<file path="config.mk">
export PLATFORM = sky130hd
export DESIGN_NAME = mips_branch_resolve_flat
export DESIGN_NICKNAME = d
export VERILOG_FILES = /design/src/rtl/mips_pkg.sv /design/src/rtl/mips_branch_resolve_if.sv /design/src/rtl/mips_pht.sv /design/src/rtl/mips_branch_resolve.sv /design/src/flat_wrapper.sv
export SDC_FILE = /design/constraint.sdc
export NUM_CORES = 1
export LEC_CHECK = 0
export CAP_MARGIN = 10
export CORE_MARGIN = 2
export CORE_UTILIZATION = 28
export DETAILED_ROUTE_END_ITERATION = 8
export SETUP_SLACK_MARGIN = 0.5
export SYNTH_ARGS = -nofsm -noshare
export SYNTH_HDL_FRONTEND = slang
export SYNTH_SLANG_ARGS = --single-unit
</file>
<file path="constraint.sdc">
create_clock -name ClockPulse -period 6.4 [get_ports ClockPulse]
set_clock_uncertainty 0.15 [all_clocks]
set_input_delay 1.28 -clock ClockPulse [delete_from_list [all_inputs] [get_ports ClockPulse]]
set_output_delay 1.28 -clock ClockPulse [all_outputs]
set_load 0.05 [all_outputs]
</file>
<file path="src/rtl/mips_pkg.sv">
// Shared types and constants for the MIPS execute-stage branch resolution slice.
package mips_pkg;

  localparam int WORD_W = 32;

  typedef enum logic [1:0] {
    IDLE,
    REDIRECT,
    SQUASH
  } state_e;

  localparam logic [1:0] PHT_RESET = 2'b01;
  localparam logic [1:0] PHT_MAX   = 2'b11;
  localparam logic [1:0] PHT_MIN   = 2'b00;

  // Saturating 2-bit counter step.
  function automatic logic [1:0] pht_next(input logic [1:0] cnt, input logic taken);
    if (taken) return (cnt == PHT_MAX) ? PHT_MAX : cnt + 2'd1;
    else       return (cnt == PHT_MIN) ? PHT_MIN : cnt - 2'd1;
  endfunction

endpackage

</file>
<file path="src/rtl/mips_branch_resolve_if.sv">
// Execute-to-fetch branch resolution bus. BRANCH_STATS_EN adds the statistics outputs.
interface mips_branch_resolve_if #(
  parameter int INDEX_W = 4
);
  import mips_pkg::*;

  logic              Valid;
  logic              Branch;
  logic [WORD_W-1:0] NextPc;
  logic [WORD_W-1:0] SignExtendedImmediate;
  logic [WORD_W-1:0] ReadDataOne;
  logic [WORD_W-1:0] ReadDataTwo;
  logic              Hit;
  logic              PcSource;
  logic [WORD_W-1:0] BranchTarget;
  logic              Flush;
  logic              UpdateValid;
  logic [INDEX_W-1:0] UpdateIndex;
  logic              UpdateTaken;
`ifdef BRANCH_STATS_EN
  logic [WORD_W-1:0] BranchCount;
  logic [WORD_W-1:0] MispredictCount;
`endif

  modport master (
    output Valid, Branch, NextPc, SignExtendedImmediate, ReadDataOne, ReadDataTwo, Hit,
`ifdef BRANCH_STATS_EN
    input  BranchCount, MispredictCount,
`endif
    input  PcSource, BranchTarget, Flush, UpdateValid, UpdateIndex, UpdateTaken
  );

  modport slave (
    input  Valid, Branch, NextPc, SignExtendedImmediate, ReadDataOne, ReadDataTwo, Hit,
`ifdef BRANCH_STATS_EN
    output BranchCount, MispredictCount,
`endif
    output PcSource, BranchTarget, Flush, UpdateValid, UpdateIndex, UpdateTaken
  );

endinterface

</file>
<file path="src/rtl/mips_pht.sv">
// 2-bit saturating pattern history table with a one-deep registered write and read bypass.
module mips_pht
  import mips_pkg::*;
#(
  parameter int PHT_ENTRIES = 16,
  parameter int INDEX_W     = $clog2(PHT_ENTRIES)
) (
  input  logic               clk,
  input  logic               rst,
  input  logic [INDEX_W-1:0] rd_idx,
  input  logic               upd_en,
  input  logic               taken,
  output logic [1:0]         cnt_new
);

  logic [PHT_ENTRIES-1:0][1:0] cnt_q;
  logic                        wr_en;
  logic [INDEX_W-1:0]          wr_idx;
  logic [1:0]                  wr_cnt;
  logic [1:0]                  rd_cnt;

  // The array write lands one edge after resolution; bypass so a back-to-back
  // branch on the same index sees the fresh counter.
  always_comb begin
    rd_cnt  = cnt_q[rd_idx];
    if (wr_en && (wr_idx == rd_idx)) rd_cnt = wr_cnt;
    cnt_new = pht_next(rd_cnt, taken);
  end

  always_ff @(posedge clk) begin
    if (rst) begin
      cnt_q  <= {PHT_ENTRIES{PHT_RESET}};
      wr_en  <= 1'b0;
      wr_idx <= '0;
      wr_cnt <= PHT_RESET;
    end else begin
      wr_en <= upd_en;
      if (upd_en) begin
        wr_idx <= rd_idx;
        wr_cnt <= cnt_new;
      end
      if (wr_en) cnt_q[wr_idx] <= wr_cnt;
    end
  end

endmodule

</file>
<file path="src/rtl/mips_branch_resolve.sv">
// Execute-stage beq resolution: target calc, mispredict redirect + 2-cycle squash, PHT update.
// Optional statistics counters under BRANCH_STATS_EN.
module mips_branch_resolve
  import mips_pkg::*;
#(
  parameter  int PHT_ENTRIES = 16,
  localparam int INDEX_W     = $clog2(PHT_ENTRIES)
) (
  input  logic             ClockPulse,
  input  logic             Reset,
  mips_branch_resolve_if.slave br
);

  state_e             state, state_nxt;
  logic               resolve;
  logic               taken;
  logic               mispredict;
  logic [WORD_W-1:0]  target;
  logic [INDEX_W-1:0] idx;
  logic [1:0]         cnt_new;

  // Anything arriving outside IDLE is wrong-path and dropped.
  assign resolve    = br.Valid & br.Branch & (state == IDLE);
  assign target     = br.NextPc + (br.SignExtendedImmediate << 2);
  assign taken      = (br.ReadDataOne == br.ReadDataTwo);
  assign mispredict = taken ^ br.Hit;
  assign idx        = br.NextPc[INDEX_W+1:2];

  mips_pht #(
    .PHT_ENTRIES (PHT_ENTRIES),
    .INDEX_W     (INDEX_W)
  ) u_pht (
    .clk     (ClockPulse),
    .rst     (Reset),
    .rd_idx  (idx),
    .upd_en  (resolve),
    .taken   (taken),
    .cnt_new (cnt_new)
  );

  always_ff @(posedge ClockPulse) begin
    if (Reset) state <= IDLE;
    else       state <= state_nxt;
  end

  always_comb begin
    state_nxt   = state;
    br.PcSource = 1'b0;
    br.Flush    = 1'b0;
    case (state)
      IDLE:     if (resolve && mispredict) state_nxt = REDIRECT;
      REDIRECT: begin
        br.PcSource = 1'b1;
        br.Flush    = 1'b1;
        state_nxt   = SQUASH;
      end
      SQUASH: begin
        br.Flush  = 1'b1;
        state_nxt = IDLE;
      end
      default:  state_nxt = IDLE;
    endcase
  end

  always_ff @(posedge ClockPulse) begin
    if (Reset) begin
      br.BranchTarget <= '0;
      br.UpdateValid  <= 1'b0;
      br.UpdateIndex  <= '0;
      br.UpdateTaken  <= 1'b0;
    end else begin
      br.UpdateValid <= resolve;
      if (resolve) begin
        br.BranchTarget <= taken ? target : br.NextPc;
        br.UpdateIndex  <= idx;
        br.UpdateTaken  <= cnt_new[1];
      end
    end
  end

`ifdef BRANCH_STATS_EN
  always_ff @(posedge ClockPulse) begin
    if (Reset) begin
      br.BranchCount     <= '0;
      br.MispredictCount <= '0;
    end else if (resolve) begin
      br.BranchCount <= br.BranchCount + 32'd1;
      if (mispredict) br.MispredictCount <= br.MispredictCount + 32'd1;
    end
  end
`endif

endmodule

</file>
<file path="src/flat_wrapper.sv">
// flat-port wrapper written by rule: the top's interface ports become plain ports
module mips_branch_resolve_flat import mips_pkg::*;
#(
  parameter  int PHT_ENTRIES = 16,
  localparam int INDEX_W     = $clog2(PHT_ENTRIES)
)
  (ClockPulse, Reset, br_Valid, br_Branch, br_NextPc, br_SignExtendedImmediate, br_ReadDataOne, br_ReadDataTwo, br_Hit, br_PcSource, br_BranchTarget, br_Flush, br_UpdateValid, br_UpdateIndex, br_UpdateTaken);
  mips_branch_resolve_if #(.INDEX_W(4)) br_i ();
  input  logic ClockPulse;
  input  logic Reset;
  input wire logic [$bits(br_i.Valid)-1:0] br_Valid;
  input wire logic [$bits(br_i.Branch)-1:0] br_Branch;
  input wire logic [$bits(br_i.NextPc)-1:0] br_NextPc;
  input wire logic [$bits(br_i.SignExtendedImmediate)-1:0] br_SignExtendedImmediate;
  input wire logic [$bits(br_i.ReadDataOne)-1:0] br_ReadDataOne;
  input wire logic [$bits(br_i.ReadDataTwo)-1:0] br_ReadDataTwo;
  input wire logic [$bits(br_i.Hit)-1:0] br_Hit;
  output wire logic [$bits(br_i.PcSource)-1:0] br_PcSource;
  output wire logic [$bits(br_i.BranchTarget)-1:0] br_BranchTarget;
  output wire logic [$bits(br_i.Flush)-1:0] br_Flush;
  output wire logic [$bits(br_i.UpdateValid)-1:0] br_UpdateValid;
  output wire logic [$bits(br_i.UpdateIndex)-1:0] br_UpdateIndex;
  output wire logic [$bits(br_i.UpdateTaken)-1:0] br_UpdateTaken;
  assign br_i.Valid = br_Valid;
  assign br_i.Branch = br_Branch;
  assign br_i.NextPc = br_NextPc;
  assign br_i.SignExtendedImmediate = br_SignExtendedImmediate;
  assign br_i.ReadDataOne = br_ReadDataOne;
  assign br_i.ReadDataTwo = br_ReadDataTwo;
  assign br_i.Hit = br_Hit;
  assign br_PcSource = br_i.PcSource;
  assign br_BranchTarget = br_i.BranchTarget;
  assign br_Flush = br_i.Flush;
  assign br_UpdateValid = br_i.UpdateValid;
  assign br_UpdateIndex = br_i.UpdateIndex;
  assign br_UpdateTaken = br_i.UpdateTaken;
  mips_branch_resolve #(.PHT_ENTRIES(PHT_ENTRIES)) u_core (.ClockPulse(ClockPulse), .Reset(Reset), .br(br_i));
endmodule
</file>
==> results of run 1 <==
-- registers in the layout, indices dropped and copies added, names as in the netlist --
name                    count
u_core.u_pht.cnt_q         32
u_core.br.BranchTarget     32
u_core.br.UpdateValid       1
u_core.u_pht.wr_cnt         2
u_core.br.UpdateIndex       4
u_core.state                2
-- layout by cell type, fill, tap and decap left out, types with 5 or more instances in the layout --
| cell | Yosys | routed |
|---|---|---|
| and3_1 | 11 | 10 |
| nand2_1 | 49 | 49 |
| inv_1 | 9 | 9 |
| nor2_1 | 62 | 61 |
| or3_1 | 5 | 5 |
| clkdlybuf4s50_1 | 0 | 169 |
| ha_1 | 31 | 31 |
| o21bai_1 | 9 | 9 |
| clkbuf_16 | 0 | 9 |
| nand3_1 | 13 | 13 |
| nand2b_1 | 9 | 9 |
| nor2b_1 | 11 | 11 |
| nor4_1 | 9 | 9 |
| a21oi_1 | 50 | 50 |
| mux4_2 | 10 | 10 |
| o22ai_1 | 5 | 5 |
| xnor2_1 | 15 | 15 |
| mux2i_1 | 34 | 34 |
| a21o_1 | 11 | 11 |
| o21ai_0 | 25 | 25 |
| xor2_1 | 43 | 43 |
| a211oi_1 | 25 | 25 |
| nand4_1 | 10 | 10 |
| nand3b_1 | 6 | 6 |
| dfxtp_1 | 73 | 73 |
| a211o_1 | 12 | 12 |
| nor3_1 | 6 | 6 |
| buf_4 | 0 | 5 |
-- worst max-delay path, cell delays in order --
cell and delay, ps:
clkdlybuf4s50_1 760, fa_1 600, a21o_2 240, a221oi_2 360
o21ba_4 240, o21ai_4 90, a31oi_1 300, o311ai_1 170
a41o_1 290, a211oi_2 200
-- kinds of logic after synthesis --
logic type	synth area share, %
mux	11.1
compound gates	21.9
xor+xnor	9.60
fa+ha+maj	7.71
buf+inv	4.07
simple gates	18.0
flops	27.6
-- worst max-delay path by stage --
stage,cells after the start,startpoint,end
global placement,10,br_NextPc[3],u_core.br.BranchTarget[28]
CTS,10,br_NextPc[3],u_core.br.BranchTarget[28]
floorplan,10,br_SignExtendedImmediate[0],u_core.br.BranchTarget[28]
finish,10,br_NextPc[3],u_core.br.BranchTarget[28]
detailed placement,10,br_NextPc[3],u_core.br.BranchTarget[28]
global route,10,br_NextPc[3],u_core.br.BranchTarget[25]
-- per-layer routing --
layer	vias up	part of all wire [%]
met4	0	1.7
met3	18	8.3
met2	192	46
li1	2596	-
met5	-	0
met1	2381	44
-- final cells by class --
class | instances | share of cell area, %
clock buffers | 9 | 3.02
clock inverters | 7 | 1.06
inverters | 9 | 0.454
multi-input cells | 506 | 48.6
flip-flops and latches | 73 | 19.6
well taps | 234 | 3.93
repair buffers | 175 | 23.3
-- power by group through the flow --
stage,sequential [mW],combinational [mW],clock (mW)
floorplan,0.545,0.216,0
global placement,0.500,0.434,0
detailed placement,0.500,0.435,0
finish,0.490,0.435,0.527
global route,0.493,0.473,0.562
CTS,0.490,0.437,0.547
==> impl_metrics.csv, run 1 <==
group,metric,value,unit
min_path,hold_path_class,"register to register",
yosys,synth-edff-count,0,
global_routing,met2_usage,27.9,%
clock_network,numCtsBuffers,9,
pwr,peakVddDrop,0.132,mV
die,initial_utilization,28.4,%
pwr,finalPower,1.45,mW
global_routing,grt-busiest-layer,"met2",
final_layout,antenna_cells,0,
placement,gp_congestion,0.811,
clock_network,htree_levels,3,
routing,drc,0,
routing,routed_wl,16.7,mm
final_layout,drive_gt1_share,5.65,%
flow_run,maxCapViolations,0,
final_layout,nFillCells,1902,
pwr,sw_frac_of_total,32.6,%
final_layout,final_net_count,939,
yosys,yosysTopAreaCell,"dfxtp_1",
routing,num_vias,5187,
die,core,0.0186,mm^2
sta,fmax,225,MHz
yosys,syn_nets,795,
critical_path,r2r_slack,4230,ps
global_routing,grt_pass1_wl,26.4,mm
die,io_pins,173,
sta,min_period,4440,ps
global_routing,use_met3,3.85,%
final_layout,multiInputGateArea,0.00362,mm^2
yosys,synth_commonest_cells,"dfxtp_1 (73), nor2_1 (62), a21oi_1 (50), nand2_1 (49), xor2_1 (43)",
die,die_y,141,um
clock_network,cts_num_sinks,73,
run_status,run_status,"finished, final reports clean",
critical_path,critical_path_class,"primary input to register",
critical_path,start_kind,"primary input",
sta,fin_ws,1960,ps
global_routing,antenna_found_initial,0,
clock_network,clk_pin_slew,60,ps
yosys,synth-async-reset-ratio,0,%
yosys,yosysWarnings,0,
yosys,avgSynthCellArea,8.40,um^2
min_path,whs_path_depth,2,
routing,viasPerCell,5.12,
placement,dpl_cell_area,0.00714,mm^2
global_routing,use_met1,21.2,%
global_routing,grt_pass1_vias,5147,
pwr,leakage,2.74,nW
global_routing,grt_max_degree,54,
clock_network,clkLatencyLatePin,340,ps
final_layout,seq_area,0.00146,mm^2
critical_path,crit_required,6510,ps
placement,pre_cts_ws,1630,ps
critical_path,crit-reg2reg-capture,"u_core.br.BranchTarget[8]",
clock_network,cts_max_path_buffers,2,
die,die_w,141,um
final_layout,area_delta_synth_final,40.8,%
clock_network,cts_hold_buffers,0,
sta,hold_violations,0,
yosys,syn_area,0.00529,mm^2
critical_path,critPathMaxFanout,13,
pwr,powerDensity,195,mW/mm^2
routing,antenna_left,0,
pwr,p_switching,0.473,mW
yosys,synth.area.top_cells,"dfxtp_1 (28%), ha_1 (7.3%), xor2_1 (7.1%)",
global_routing,gr-total-overflow,0,
yosys,synth_cells,630,
critical_path,worstPathArrival,4550,ps
clock_network,ctsResizeCount,0,
die,die_area,0.0200,mm^2
pwr,p_seq_share,33.8,%
sta,finalCritPeriodShare,69.4,%
critical_path,end_kind,"register",
yosys,yosysSeqAreaShare,27.6,%
critical_path,reg2reg_depth,6,
clock_network,cts_tree,"done",
pwr,p_int,0.979,mW
yosys,ys_types,61,
sta,rsz0062_at_grt,"false",
sta,finalSetupViolations,0,
critical_path,worstReg2RegStart,"u_core.state[1]",
placement,numPortBuffers,170,
routing,dr.pass1.iters,5,
final_layout,finalNonFillerCells,1013,
placement,dpl.cell_count,997,
clock_network,post-cts-setup-buffers,0,
yosys,yosysMostFrequentCell,"dfxtp_1",
yosys,ys_ff_latch,73,
routing,wire_per_inst,16.5,um
min_path,holdPathEnd,"u_core.br.BranchTarget[1]",
final_layout,fin_util,40.0,%
sta,tightest_slew,1100,ps
pwr,clkPwrFrac,36.3,%
global_routing,grt_usage,16.6,%
placement,dpl.hpwl,12.6,mm
final_layout,design_area,0.00745,mm^2
yosys,synth_ff_type,"dfxtp_1",
sta,slew_headroom,26.4,%
sta,slew_violations,0,
min_path,hp-start,"u_core.br.BranchTarget[1]",
yosys,synth_top_area_share,27.6,%
sta,hold_ws,312,ps
sta,fin_setup_tns,0,ps
routing,first_iter_violations,309,
die,rows,50,
pwr,comb_power_share,30.0,%
clock_network,cts-root-buf,"clkbuf_16",
No activity file was read; power rests on OpenSTA's default activity.
==> inputs of run 2 (changes only) <==
==> constraint.sdc (replaced) <==
create_clock -name ClockPulse -period 4.4 [get_ports ClockPulse]
set_clock_uncertainty 0.15 [all_clocks]
set_input_delay 0.88 -clock ClockPulse [delete_from_list [all_inputs] [get_ports ClockPulse]]
set_output_delay 0.88 -clock ClockPulse [all_outputs]
set_load 0.05 [all_outputs]
==> run 2 against run 1 <==
  * Non-clock buffer count rose by 5
  * Worst setup slack got worse by 1200 ps
  * Highest routed layer unchanged
  * First-iteration DRC count fell by 8.1%
  * Total power rose by 45%
  * Combinational power rose by 48%
  * Routed wire length rose by 0.65%
  * Clock-buffer cell count rose by 1
  * Clock power rose by 43%
  * Via count barely moved
  * Cell count rose by 0.30%
  * Sequential power rose by 45%
  * Core utilization rose by 0.27 points
==> impl_metrics.csv, run 2 (same netlist as run 1, synthesis figures left out) <==
group,metric,value,unit
run_status,run_status,"finished, final reports clean",
critical_path,crit_required,4520,ps
clock_network,cts_num_sinks,73,
global_routing,grt_pass1_vias,5151,
sta,fin_ws,727,ps
global_routing,gr-total-overflow,0,
final_layout,finalNonFillerCells,1016,
global_routing,grt_pass1_wl,26.5,mm
min_path,whs_path_depth,2,
critical_path,end_kind,"register",
placement,gp_congestion,0.839,
critical_path,critical_path_class,"primary input to register",
placement,dpl.hpwl,13.0,mm
final_layout,seq_area,0.00146,mm^2
sta,slew_headroom,50.7,%
die,initial_utilization,28.4,%
die,io_pins,173,
final_layout,multiInputGateArea,0.00363,mm^2
clock_network,clk_pin_slew,60,ps
sta,rsz0062_at_grt,"false",
pwr,powerDensity,281,mW/mm^2
sta,finalCritPeriodShare,83.5,%
placement,numPortBuffers,170,
final_layout,area_delta_synth_final,41.7,%
clock_network,cts_tree,"done",
die,rows,50,
min_path,holdPathEnd,"u_core.u_pht.cnt_q[1]",
pwr,peakVddDrop,0.202,mV
die,die_w,141,um
min_path,hold_path_class,"register to register",
routing,drc,0,
sta,hold_violations,0,
global_routing,grt_max_degree,49,
clock_network,clkLatencyLatePin,340,ps
final_layout,drive_gt1_share,6.01,%
critical_path,worstReg2RegStart,"u_core.state[0]",
routing,viasPerCell,5.10,
final_layout,antenna_cells,0,
routing,routed_wl,16.8,mm
final_layout,largestRegisters,"u_core.br.BranchTarget x32, u_core.u_pht.cnt_q x32, u_core.br.UpdateIndex x4",
clock_network,cts_max_path_buffers,2,
placement,dpl.cell_count,1002,
critical_path,r2r_slack,2180,ps
critical_path,worstPathArrival,3790,ps
routing,antenna_left,0,
die,die_area,0.0200,mm^2
clock_network,numCtsBuffers,9,
final_layout,final_net_count,944,
critical_path,start_kind,"primary input",
routing,wire_per_inst,16.6,um
sta,fmax,272,MHz
sta,min_period,3670,ps
clock_network,htree_levels,3,
die,die_y,141,um
sta,finalSetupViolations,0,
final_layout,layout_commonest_cell,"clkdlybuf4s50_1",
critical_path,reg2reg_depth,8,
pwr,finalPower,2.10,mW
final_layout,mostFrequentLayoutCells,"clkdlybuf4s50_1 (169), dfxtp_1 (73), nor2_1 (61)",
critical_path,crit-reg2reg-capture,"u_core.br.BranchTarget[30]",
routing,num_vias,5185,
routing,dr.pass1.iters,5,
global_routing,grt_usage,16.7,%
die,core,0.0186,mm^2
flow_run,maxCapViolations,0,
final_layout,fin_util,40.2,%
critical_path,critPathMaxFanout,5,
placement,pre_cts_ws,317,ps
clock_network,cts-root-buf,"clkbuf_16",
sta,slew_violations,0,
sta,fin_setup_tns,0,ps
final_layout,nFillCells,1909,
sta,tightest_slew,739,ps
global_routing,antenna_found_initial,0,
clock_network,cts_hold_buffers,0,
min_path,hp-start,"u_core.u_pht.cnt_q[1]",
pwr,leakage,2.76,nW
routing,first_iter_violations,284,
-- run 2: changes by cell type in the layout (fill, tap and decap cells not counted) --
cell      delta
buf_12       +1
buf_4        +4
a221oi_4     +1
clkbuf_8     +1
inv_8        -1
clkinv_2     -1
a221oi_2     -1
clkinv_4     -1
-- run 2: layout make-up --
class	instances	share of cell area (%)
Multi-Input combinational cell	506	48.5
Timing Repair Buffer	180	23.8
Sequential cell	73	19.5
Tap cell	234	3.90
Clock buffer	10	3.19
Clock inverter	4	0.718
Inverter	9	0.451
-- run 2: layer usage --
| layer | share of wire (%) | vias to the layer above | wire length, um | global-route usage [%] |
|---|---|---|---|---|
| met5 | 0 | - | 0 | 0 |
| met2 | 46 | 180 | 7760 | 28.2 |
| met3 | 7.4 | 12 | 1250 | 3.91 |
| li1 | - | 2597 | - | - |
| met4 | 1.1 | 0 | 191 | 4.26 |
| met1 | 45 | 2396 | 7650 | 21.5 |
-- run 2: timing repair --
item                                    CTS  global route
hold endpoints to repair                  0             0
resized for setup                         0             1
setup buffers                             0             0
endpoints found under the setup margin    0             2
-- run 2: worst max path at each step --
stage                                start                         end  slack [ps]  depth (start not counted)
4_1_cts                       br_NextPc[2]  u_core.br.BranchTarget[28]         670                         11
3_3_place_gp                  br_NextPc[2]  u_core.br.BranchTarget[28]         340                         11
3_5_place_dp                  br_NextPc[2]  u_core.br.BranchTarget[28]         320                         11
6_report                      br_NextPc[2]  u_core.br.BranchTarget[28]         730                         11
5_1_grt                       br_NextPc[2]  u_core.br.BranchTarget[20]         560                         11
2_1_floorplan  br_SignExtendedImmediate[0]  u_core.br.BranchTarget[28]        1110                         10
-- run 2: where the power goes --
group / switching (mW) / total [mW] / internal, mW
clock: 0.301 / 0.751 / 0.450
sequential: 0.0238 / 0.710 / 0.686
combinational: 0.346 / 0.643 / 0.297
-- run 2: worst max-delay path, cell delays in order --
cell and delay [ps]:
clkdlybuf4s50_1 440, ha_1 230, fa_1 430, a21o_2 260, a221oi_4 300, o21ba_4 220
o21ai_4 80, a31oi_1 300, o311ai_1 170, a41o_1 270, a211oi_2 200
-- run 2: metrics by stage --
step	instance area [um^2]	hold slack (ps)
final	7500	315
after global routing	7500	338
after CTS	7490	310
after detailed placement	7190	301
after global placement	7190	295
after floorplan	5290	281
==> inputs of run 3 (changes only) <==
==> constraint.sdc (replaced) <==
create_clock -name ClockPulse -period 3.65 [get_ports ClockPulse]
set_clock_uncertainty 0.15 [all_clocks]
set_input_delay 0.73 -clock ClockPulse [delete_from_list [all_inputs] [get_ports ClockPulse]]
set_output_delay 0.73 -clock ClockPulse [all_outputs]
set_load 0.05 [all_outputs]
==> run 3 against run 2 <==
  * Clock power up 21%
  * Critical path depth up 1
  * Non-clock buffer count up 22
  * Core utilization up 1.6 points
  * Clock-buffer cell count unchanged
  * Hold slack worse by 10 ps
  * Global-route usage up 0.52 points
  * Worst setup slack worse by 140 ps
  * Largest cell class unchanged
  * Flip-flop and latch count unchanged
  * Total power up 23%
  * Cell count up 2.3%
==> impl_metrics.csv, run 3 (same netlist as run 1, synthesis figures left out) <==
group,metric,value,unit
global_routing,grt_max_degree,35,
final_layout,area_delta_synth_final,47.4,%
critical_path,worstReg2RegStart,"u_core.u_pht.cnt_q[15]",
sta,slew_headroom,51.8,%
routing,drc,0,
critical_path,cp_slowest_cell,"clkdlybuf4s50_1",
critical_path,start_kind,"primary input",
sta,finalSetupViolations,0,
final_layout,largestRegisters,"u_core.br.BranchTarget x32, u_core.u_pht.cnt_q x32, u_core.br.UpdateIndex x4",
placement,dpl_cell_area,0.00732,mm^2
pwr,p_int,1.77,mW
sta,hold_violations,0,
flow_run,maxCapViolations,0,
die,io_pins,173,
min_path,hp-start,"u_core.br.BranchTarget[4]",
die,core,0.0186,mm^2
global_routing,grt_pass1_wl,27.2,mm
critical_path,critical_path_class,"primary input to register",
pwr,clkPwrFrac,35.0,%
critical_path,crit_path_max_incr_delay,520,ps
critical_path,cp-startpoint,"br_SignExtendedImmediate[2]",
clock_network,cts_max_path_buffers,2,
clock_network,clkLatencyLatePin,340,ps
placement,gp_congestion,0.824,
critical_path,worstPathArrival,3140,ps
clock_network,numCtsBuffers,9,
routing,wire_per_inst,16.5,um
critical_path,end_kind,"register",
critical_path,critPathMaxFanout,5,
critical_path,critical_path_buf_inv_count,3,
placement,pre_cts_ws,-198,ps
die,rows,50,
routing,first_iter_violations,224,
global_routing,use_met1,21.5,%
final_layout,mostFrequentLayoutCells,"clkdlybuf4s50_1 (160), dfxtp_1 (73), nor2_1 (61)",
routing,num_vias,5293,
critical_path,crit_required,3720,ps
routing,routed_wl,17.2,mm
run_status,run_status,"finished, final reports clean",
global_routing,grt_pass1_vias,5286,
placement,numPortBuffers,170,
clock_network,cts-root-buf,"clkbuf_16",
sta,rsz0062_at_grt,"true",
final_layout,finalNonFillerCells,1039,
final_layout,final_net_count,966,
sta,slew_violations,0,
pwr,sw_frac_of_total,31.8,%
die,die_area,0.0200,mm^2
global_routing,met2_usage,29.0,%
die,die_w,141,um
die,initial_utilization,28.4,%
routing,dr.pass1.iters,5,
pwr,peakVddDrop,0.260,mV
critical_path,cp_top_family,"compound AO/OA/AOI/OAI gates",
clock_network,cts_num_sinks,73,
global_routing,grt_usage,17.2,%
clock_network,clk_pin_slew,60,ps
pwr,powerDensity,333,mW/mm^2
clock_network,htree_levels,3,
min_path,hold_path_class,"register to register",
pwr,p_seq_share,33.0,%
final_layout,design_area,0.00779,mm^2
sta,fin_ws,587,ps
final_layout,antenna_cells,0,
critical_path,path_cells,"clkdlybuf4s50_1 > ha_4 > a21o_4 > a221oi_2 > buf_4 > o21ba_4 > o21ai_4 > buf_4 > a21bo_2 > a21oi_1 > xor2_1 > o22ai_1",
sta,finalCritPeriodShare,83.9,%
die,die_y,141,um
routing,viasPerCell,5.09,
final_layout,drive_gt1_share,11.4,%
global_routing,gr-total-overflow,0,
sta,min_period,3060,ps
placement,dpl.hpwl,13.3,mm
final_layout,layout_commonest_cell,"clkdlybuf4s50_1",
pwr,p_switching,0.826,mW
global_routing,antenna_found_initial,0,
routing,antenna_left,0,
pwr,comb_power_share,32.0,%
sta,fmax,326,MHz
global_routing,use_met3,4.42,%
clock_network,cts_tree,"done",
global_routing,grt-busiest-layer,"met2",
sta,tightest_slew,722,ps
placement,dpl.cell_count,1019,
critical_path,path_common_cell,"buf_4",
pwr,leakage,2.92,nW
==> run 3: changes by cell type in the layout (fill, tap and decap cells not counted), moves of 4 or more <==
cell | before | now
ha_2 | 0 | 4
ha_4 | 0 | 5
clkdlybuf4s50_1 | 169 | 160
ha_1 | 31 | 22
buf_4 | 9 | 31
dlymetal6s2s_1 | 0 | 4
==> run 3: worst paths after layout <==
kind	cells past startpoint	to	slack (ps)
max	12	u_core.br.BranchTarget[22]	590
min	2	u_core.br.BranchTarget[4]	300
max reg2reg	5	u_core.u_pht.wr_cnt[1]	1570
min reg2reg	2	u_core.br.BranchTarget[4]	300
==> run 3: layout make-up <==
cell class | count | area (um^2)
clock buffers | 10 | 239
clock inverters | 5 | 56.3
fillers | 1880 | 10800
inverters | 9 | 33.8
well taps | 234 | 293
flip-flops and latches | 73 | 1460
multi-input cells | 506 | 3770
repair buffers | 202 | 1950
==> run 3: repair_timing <==
item | CTS | global route
hold endpoints to repair | 0 | 0
endpoints found under the setup margin | 15 | 12
pin swaps | 12 | 9
buffers inserted | 3 | 2
gates resized for setup | 22 | 18
hold buffers | 0 | 0
==> run 3: power by group through the flow <==
stage | combinational, mW | clock, mW | sequential [mW]
after floorplan | 0.379 | 0 | 0.956
after global placement | 0.794 | 0 | 0.873
after global routing | 0.904 | 0.972 | 0.860
final | 0.831 | 0.908 | 0.855
after detailed placement | 0.795 | 0 | 0.872
after CTS | 0.819 | 0.932 | 0.855
==> run 3: layer usage <==
metal | up-vias | share of wire (%)
met3 | 17 | 8.6
li1 | 2638 | -
met4 | 0 | 2.1
met5 | - | 0
met1 | 2435 | 44
met2 | 203 | 45
==> run 3: through the flow <==
step                setup TNS, ps  util, %  power [mW]  hold slack, ps
global placement             -705     39.3        1.67             295
detailed placement           -875     39.3        1.67             298
CTS                             0     41.4        2.61             305
floorplan                       0        -        1.34             281
finish                          0     41.8        2.59             305
global route                    0     41.8        2.74             346
==> run 3: worst reg2reg max path, cell delays in order (launching register included) <==
cell	delay, ps
dfxtp_1	310
mux4_2	480
mux4_2	470
mux2_2	300
o21ai_0	150
a211oi_1	90
